## src/rtl/vga_text_renderer.sv

```systemverilog
// Text-mode pixel generator: 80x30 character cells drawn from an external text RAM and font ROM, output as RGB332.
// Latency: 4 dclk from hc/vc/hsync_in/vsync_in to rgb/hsync_out/vsync_out; the syncs travel in the same pipeline as the pixels.
// Backpressure: none; one pixel is accepted and produced every cycle.
//
// Ports:
//   dclk, clr               pixel clock and synchronous active-high reset
//   hc, vc                  800x521 timing counters; hsync_in/vsync_in are the raw active-low syncs
//   text_addr/text_data     text RAM port (1-cycle read): [6:0] char, [7] blink, [15:8] fg
//   font_addr/font_data     font ROM port (1-cycle read): {char, glyph_row} -> 8-pixel row, bit7 leftmost
//   cursor_en/col/row       hardware cursor: underline on glyph rows 14-15, shown only in the visible blink phase
//   rgb, hsync_out, vsync_out  registered pixel and the delayed syncs
module vga_text_renderer #(
    parameter int HBP  = 144,
    parameter int VBP  = 31,
    parameter int HACT = 640,
    parameter int VACT = 480,
    parameter int COLS = 80,
    parameter int ROWS = 30
) (
    input  logic        dclk,
    input  logic        clr,
    input  logic [9:0]  hc,
    input  logic [9:0]  vc,
    input  logic        hsync_in,
    input  logic        vsync_in,
    output logic [11:0] text_addr,
    input  logic [15:0] text_data,
    output logic [10:0] font_addr,
    input  logic [7:0]  font_data,
    input  logic        cursor_en,
    input  logic [6:0]  cursor_col,
    input  logic [4:0]  cursor_row,
    output logic [7:0]  rgb,
    output logic        hsync_out,
    output logic        vsync_out
);

    // Position decode for the incoming counters
    logic        w_active;
    logic [9:0]  w_x;
    logic [8:0]  w_y;
    logic [6:0]  w_col;
    logic [4:0]  w_row;
    logic [2:0]  w_pix;
    logic [3:0]  w_grow;
    logic [11:0] w_addr;
    logic        w_cur;

    assign w_active = (hc >= 10'(HBP)) && (hc < 10'(HBP + HACT)) &&
                      (vc >= 10'(VBP)) && (vc < 10'(VBP + VACT));
    assign w_x    = hc - 10'(HBP);
    assign w_y    = 9'(vc - 10'(VBP));
    assign w_col  = w_x[9:3];
    assign w_row  = w_y[8:4];
    assign w_pix  = w_x[2:0];
    assign w_grow = w_y[3:0];

    // row*80 + col as two shifts and an add
    assign w_addr = {1'b0, w_row, 6'b0} + {3'b0, w_row, 4'b0} + {5'b0, w_col};

    // The range guards only matter for out-of-range cursor settings, which must never light a cell.
    assign w_cur = cursor_en && w_active && (w_col == cursor_col) && (w_row == cursor_row) &&
                   (w_grow >= 4'd14) && (cursor_col < 7'(COLS)) && (cursor_row < 5'(ROWS));

    // S1: address and sideband, aligned with the RAM access cycle
    logic       r1_active, r1_cur, r1_hs, r1_vs;
    logic [2:0] r1_pix;
    logic [3:0] r1_grow;
    // S2: sideband delayed to line up with text_data
    logic       r2_active, r2_cur, r2_hs, r2_vs;
    logic [2:0] r2_pix;
    logic [3:0] r2_grow;
    // S3: attributes captured from text_data, aligned with font_data
    logic       r3_active, r3_cur, r3_hs, r3_vs, r3_blink;
    logic [2:0] r3_pix;
    logic [7:0] r3_fg;
    // Blink timebase
    logic       r_vsync_prev;
    logic [5:0] r_frame_cnt;

    assign font_addr = {text_data[6:0], r2_grow};

    always_ff @(posedge dclk) begin
        if (clr) begin
            text_addr    <= '0;
            r1_active    <= 1'b0;
            r1_cur       <= 1'b0;
            r1_hs        <= 1'b1;
            r1_vs        <= 1'b1;
            r1_pix       <= '0;
            r1_grow      <= '0;
            r2_active    <= 1'b0;
            r2_cur       <= 1'b0;
            r2_hs        <= 1'b1;
            r2_vs        <= 1'b1;
            r2_pix       <= '0;
            r2_grow      <= '0;
            r3_active    <= 1'b0;
            r3_cur       <= 1'b0;
            r3_hs        <= 1'b1;
            r3_vs        <= 1'b1;
            r3_blink     <= 1'b0;
            r3_pix       <= '0;
            r3_fg        <= '0;
            r_vsync_prev <= 1'b1;
            r_frame_cnt  <= '0;
        end else begin
            text_addr    <= w_active ? w_addr : 12'd0;
            r1_active    <= w_active;
            r1_cur       <= w_cur;
            r1_hs        <= hsync_in;
            r1_vs        <= vsync_in;
            r1_pix       <= w_pix;
            r1_grow      <= w_grow;

            r2_active    <= r1_active;
            r2_cur       <= r1_cur;
            r2_hs        <= r1_hs;
            r2_vs        <= r1_vs;
            r2_pix       <= r1_pix;
            r2_grow      <= r1_grow;

            r3_active    <= r2_active;
            r3_cur       <= r2_cur;
            r3_hs        <= r2_hs;
            r3_vs        <= r2_vs;
            r3_pix       <= r2_pix;
            r3_blink     <= text_data[7];
            r3_fg        <= text_data[15:8];

            // Frame counter advances on each vsync falling edge
            r_vsync_prev <= vsync_in;
            if (r_vsync_prev && !vsync_in)
                r_frame_cnt <= r_frame_cnt + 6'd1;
        end
    end

    // S4: pixel decision. Blinking text is hidden in phase 0; the cursor shows in phase 1 and wins over blink.
    logic w_phase, w_glyph, w_on;
    assign w_phase = r_frame_cnt[5];
    assign w_glyph = font_data[3'd7 - r3_pix];
    assign w_on    = (w_glyph && !(r3_blink && !w_phase)) || (r3_cur && w_phase);

    always_ff @(posedge dclk) begin
        if (clr) begin
            rgb       <= '0;
            hsync_out <= 1'b1;
            vsync_out <= 1'b1;
        end else begin
            rgb       <= (r3_active && w_on) ? r3_fg : 8'h00;
            hsync_out <= r3_hs;
            vsync_out <= r3_vs;
        end
    end

endmodule

```

## config.mk

```make
export PLATFORM = sky130hd
export DESIGN_NAME = vga_text_renderer
export DESIGN_NICKNAME = d
export VERILOG_FILES = /design/src/rtl/vga_text_renderer.sv
export SDC_FILE = /design/constraint.sdc
export NUM_CORES = 1
export LEC_CHECK = 0
export CORE_MARGIN = 2
export CORE_UTILIZATION = 42
export CTS_CLUSTER_SIZE = 25
export DETAILED_ROUTE_END_ITERATION = 10
export GPL_ROUTABILITY_DRIVEN = 0
export GPL_TIMING_DRIVEN = 0
export PLACE_DENSITY = 0.82
export SLEW_MARGIN = 20
export SYNTH_ARGS = -nofsm -noshare
export SYNTH_HDL_FRONTEND = slang
export SYNTH_SLANG_ARGS = --single-unit
export TNS_END_PERCENT = 50
```

## constraint.sdc

```tcl
create_clock -name dclk -period 3.13 [get_ports dclk]
set_input_delay 0.626 -clock dclk [delete_from_list [all_inputs] [get_ports dclk]]
set_output_delay 0.626 -clock dclk [all_outputs]
set_load 0.01 [all_outputs]
```

---- Word-level counts from Yosys, hierarchy flattened ----
Index checks and enable logic that the tools add are counted.
operators by class
  multiplexer cells ....................... 2
  $lt $le $gt $ge ......................... 8
  bitwise operators ....................... 2
  reductions and logical operators ........ 20
  eq/ne operators ......................... 2
  $add $sub $neg .......................... 6
operators with widths
  cell                   count
  $logic_and 1x1->1      14
  $add 11x9->12          1
  $add 12x7->12          1
  $ge 10x5->1 const B    1
  $ge 10x8->1 const B    1
  $lt 10x10->1 const B   1
  $lt 10x9->1 const B    1
  $sub 10x8->10 const B  1
  $sub 9x5->9 const B    1
  $eq 7x7->1             1
  $lt 7x7->1 const B     1
  $add 6x1->6 const B    1
  $eq 5x5->1             1
  $lt 5x5->1 const B     1
  $ge 4x4->1 const B     1
  $lt 3x4->1 const B     1
  $reduce_or 2->1        2
  $bmux 1 s3             1
  $logic_not 1->1        3
  $sub 3x3->3 const A    1
  $not 1->1              2
  $logic_or 1x1->1       1
  $mux 1                 1
storage, ports and cells
  input bits .............................. 61
  output and inout bits ................... 33
  flip-flop bits (word level) ............. 66
  word-level logic and storage cells ...... 64

---- Logic depth before layout (Yosys ltp) ----
  depth in word-level cells ............... 10
  mapped depth ............................ 13
  mapped depth without buffers ............ 13

---- Worst setup path before layout ----
OpenSTA, ideal clock, no wires.
  kind .................................... input to register
  from .................................... input vc[0]
  to ...................................... register text_addr[10]
  cell stages on the path ................. 11
  required time ........................... 3.015 ns
  setup time .............................. 0.115 ns
  path buffers ............................ 0
  arrival time ............................ 2.903 ns
  setup slack ............................. 0.113 ns
  cells stage by stage .................... ha_1 > a41oi_1 > xnor2_1 > fa_1 > inv_1 > ha_1 > a211oi_1 > o21bai_1 > a21oi_1 > xnor2_1 > nor2_1
between the ends
  longest elaborated chain between the ends .. 5
  elaborated cells on any way between the ends .. 9
  classes of those cells .................. 3 x add/sub; 2 x order compare; 1 x bitwise; 3 x reduce/logical
ends and longest elaborated chain
  element                                                                line  RTL
  start: declaration                                                     23    input logic [9:0] vc,
  parallel branches: the longest is 5 deep, another holds $add 11x9->12  -
  end signal: assignment                                                 108   text_addr <= w_active ? w_addr : 12'd0;
  end: declaration                                                       26    output logic [11:0] text_addr,
Parallel ways; which one is timed is not known.
A chain may end at the register's enable or synchronous reset.

---- Final worst setup path ----
  from .................................... input hc[5]
  to ...................................... register text_addr[10]
between the ends
  longest elaborated chain between the ends .. 6
  elaborated cells on any way between the ends .. 9
  classes of those cells .................. 2 x add/sub; 2 x order compare; 1 x bitwise; 4 x reduce/logical
ends and longest elaborated chain
  element                                                                line  RTL
  start: declaration                                                     22    input logic [9:0] hc,
  parallel branches: the longest is 6 deep, another holds $add 12x7->12  -
Parallel ways; which one is timed is not known.

==> results.json <==
{
  "status": "finished clean",
  "dieArea_mm2": 0.00769,
  "p_total_mw": 1.98,
  "setup_viol": 0,
  "grt-ovfl-total": 0,
  "root_buffer": "clkbuf_8",
  "power.share.clock": 0.355,
  "relSlewSlack": 0.688,
  "synth_area_leaders": "dfxtp_1 (45%), nor2b_1 (6.4%), ha_1 (6.0%)",
  "r2r_setup_slack_ns": 1.35,
  "synthFlopType": "dfxtp_1",
  "clock_sinks": 66,
  "critPathKind": "input pin to register",
  "finalWirelength_um": 6270,
  "cap_violations": 0,
  "drt-initial-drc-count": 72,
  "synth_area_leader_cell": "dfxtp_1",
  "end_kind": "register",
  "clock_skew_ns": 0.00697,
  "cts_buffers": 9,
  "synth.avg_cell_area_um2": 9.81,
  "grt_pass1_vias": 2118,
  "slowest_stage": "fa_1",
  "pin_count": 94,
  "min_period_ns": 3.06,
  "syn_nets": 377,
  "synth.distinct_cells": 52,
  "grt_use_total": 0.166,
  "nets": 473,
  "arrival_ns": 3.29,
  "drive_above_1_share": 0.160,
  "synthArstFlopShare": 0,
  "finalHoldViolations": 0,
  "final_cell_mix": "clkdlybuf4s50_1 (74), dfxtp_1 (66), nor2b_1 (30)",
  "required_ns": 3.36,
  "io_buffer_count": 80,
  "start_kind": "input pin",
  "cp_max_fo": 3,
  "synth_warnings": 0,
  "via_count": 2320,
  "seqPwrFrac": 0.446,
  "synth_top_cell_area_share": 0.449,
  "fin_tns_setup_ns": 0,
  "die_y_um": 87.7,
  "powerDensity_mw_per_mm2": 477,
  "syn2layout_area_growth_pct": 41.3,
  "insertion_delay_ns": 0.34,
  "antenna_left": 0,
  "p_comb_frac": 0.199,
  "insertedDiodeCount": 0,
  "grt_pass1_wl_um": 9650,
  "p_int_mw": 1.46,
  "synth_edf_count": 0,
  "power_leakage_nw": 1.68,
  "crit_chain": "clkdlybuf4s50_1 > or3_1 > a21oi_2 > xnor2_1 > fa_1 > inv_2 > ha_1 > a211oi_2 > o21bai_1 > a21oi_2 > xnor2_1 > nor2_1",
  "critPathMaxStageDelay_ns": 0.51,
  "syn_area_mm2": 0.00294,
  "finalCritPeriodShare": 0.976,
  "cts_tree": "done",
  "die_x_um": 87.7,
  "row_count": 30,
  "drv_slew": 0,
  "dpl.hpwl_um": 4880,
  "initial_core_util": 0.433,
  "switchingPower_mw": 0.520,
  "grt_max_degree": 14,
  "path_clk_slew_ns": 0.08,
  "avgRoutedWirePerCell_um": 12.6,
  "drtPass1Iterations": 4,
  "htree_levels": 3,
  "yosysSeqAreaShare": 0.449,
  "drc": 0,
  "syn_inst": 300,
  "antenna_found_initial": 0,
  "vdd_drop_max_v": 0.000202,
  "hold_class": "register to register",
  "core_area_mm2": 0.00679,
  "tightest_slew_ns": 0.468,
  "vias_per_cell": 4.67,
  "layout_commonest_cell": "clkdlybuf4s50_1",
  "ys_ff_latch": 66,
  "cts_max_path_buffers": 2,
  "max_freq_mhz": 327,
  "p_sw_frac": 0.263
}
timing repair:
item | CTS | global route
resized for setup | 11 | 10
pin swaps | 2 | 3
setup buffers | 1 | 4
hold buffers | 0 | 0
endpoints found under the setup margin | 4 | 3
cells in the mapped netlist (4+ instances only):
cell type   n
nor2_1     27
nand2_1     9
clkbuf_1    6
nand4_1     6
and2_1      8
buf_4       8
ha_1       14
or2_2       8
nor2b_1    30
nand3_1     4
xor2_1      7
xnor2_1    18
inv_1      18
dfxtp_1    66
nor3_1      5
a21oi_1    10
power by group through the flow:
stage	Combinational [mW]	Clock (mW)	Sequential, mW
floorplan	0.210	0	0.909
finish	0.394	0.703	0.884
CTS	0.375	0.724	0.884
global route	0.433	0.758	0.887
detailed placement	0.368	0	0.904
global placement	0.358	0	0.902
path summary, 6_finish.rpt:
| check | startpoint | to | cells past startpoint |
|---|---|---|---|
| worst min register to register | r2_vs | r3_vs | 1 |
| worst min-delay path | r2_vs | r3_vs | 1 |
| worst max register to register | r3_pix[0] | rgb[2] | 5 |
| worst max-delay path | hc[5] | text_addr[10] | 12 |
final cells by class:
class	instances	area, µm²
clock inverter	7	77.6
sequential	66	1320
multi-input combinational	197	1500
buffer	19	120
inverter	18	67.6
fill	562	2640
clock buffer	9	124
tap	96	120
timing repair buffer	85	827
worst max-delay path, delay by kind of cell:
family	cells	cell delay, ns
and+or+nand+nor	2	0.43
xor gates and xnor gates	2	0.25
adders and majority gates	2	0.83
AOI/OAI and AO/OA	4	0.66
buffers and inverters	2	0.49
through the flow:
step	instance area (µm²)	cells	hold slack (ns)	util	setup WS, ns
2_1_floorplan	2940	300	0.389	-	0.113
3_3_place_gp	3860	476	0.392	0.569	-0.680
3_5_place_dp	3860	476	0.395	0.569	-0.802
4_1_cts	4100	493	0.414	0.603	0.0129
5_1_grt	4160	497	0.424	0.612	-0.0170
6_report	4160	497	0.412	0.612	0.0747
registers in the layout, indices dropped and copies added (netlist names), 3 cells and up:
name,count
text_addr,12
r3_pix,3
r1_grow,4
rgb,8
r2_pix,3
r1_pix,3
r2_grow,4
r_frame_cnt,6
r3_fg,8
metal layers:
layer	part of all wire	wire, µm	global-route usage	up-vias
met5	0	0	0	-
met4	0.022	138	0.0839	0
met3	0.069	435	0.0528	10
met2	0.49	3080	0.277	83
met1	0.42	2620	0.192	1048
li1	-	-	-	1179
cells by family (layout without fill, tap and decap cells):
family                   after synthesis  after routing  synth area share
buffers and inverters                 37            138            0.0638
AND/OR/NAND/NOR                      116            116             0.220
multiplexers                           7              7            0.0332
XOR/XNOR                              27             27            0.0876
flip-flops                            66             66             0.449
AO/OA/AOI/OAI                         31             31            0.0731
adder cells (fa/ha/maj)               16             16            0.0731
Power figures use the tool's default switching activity.
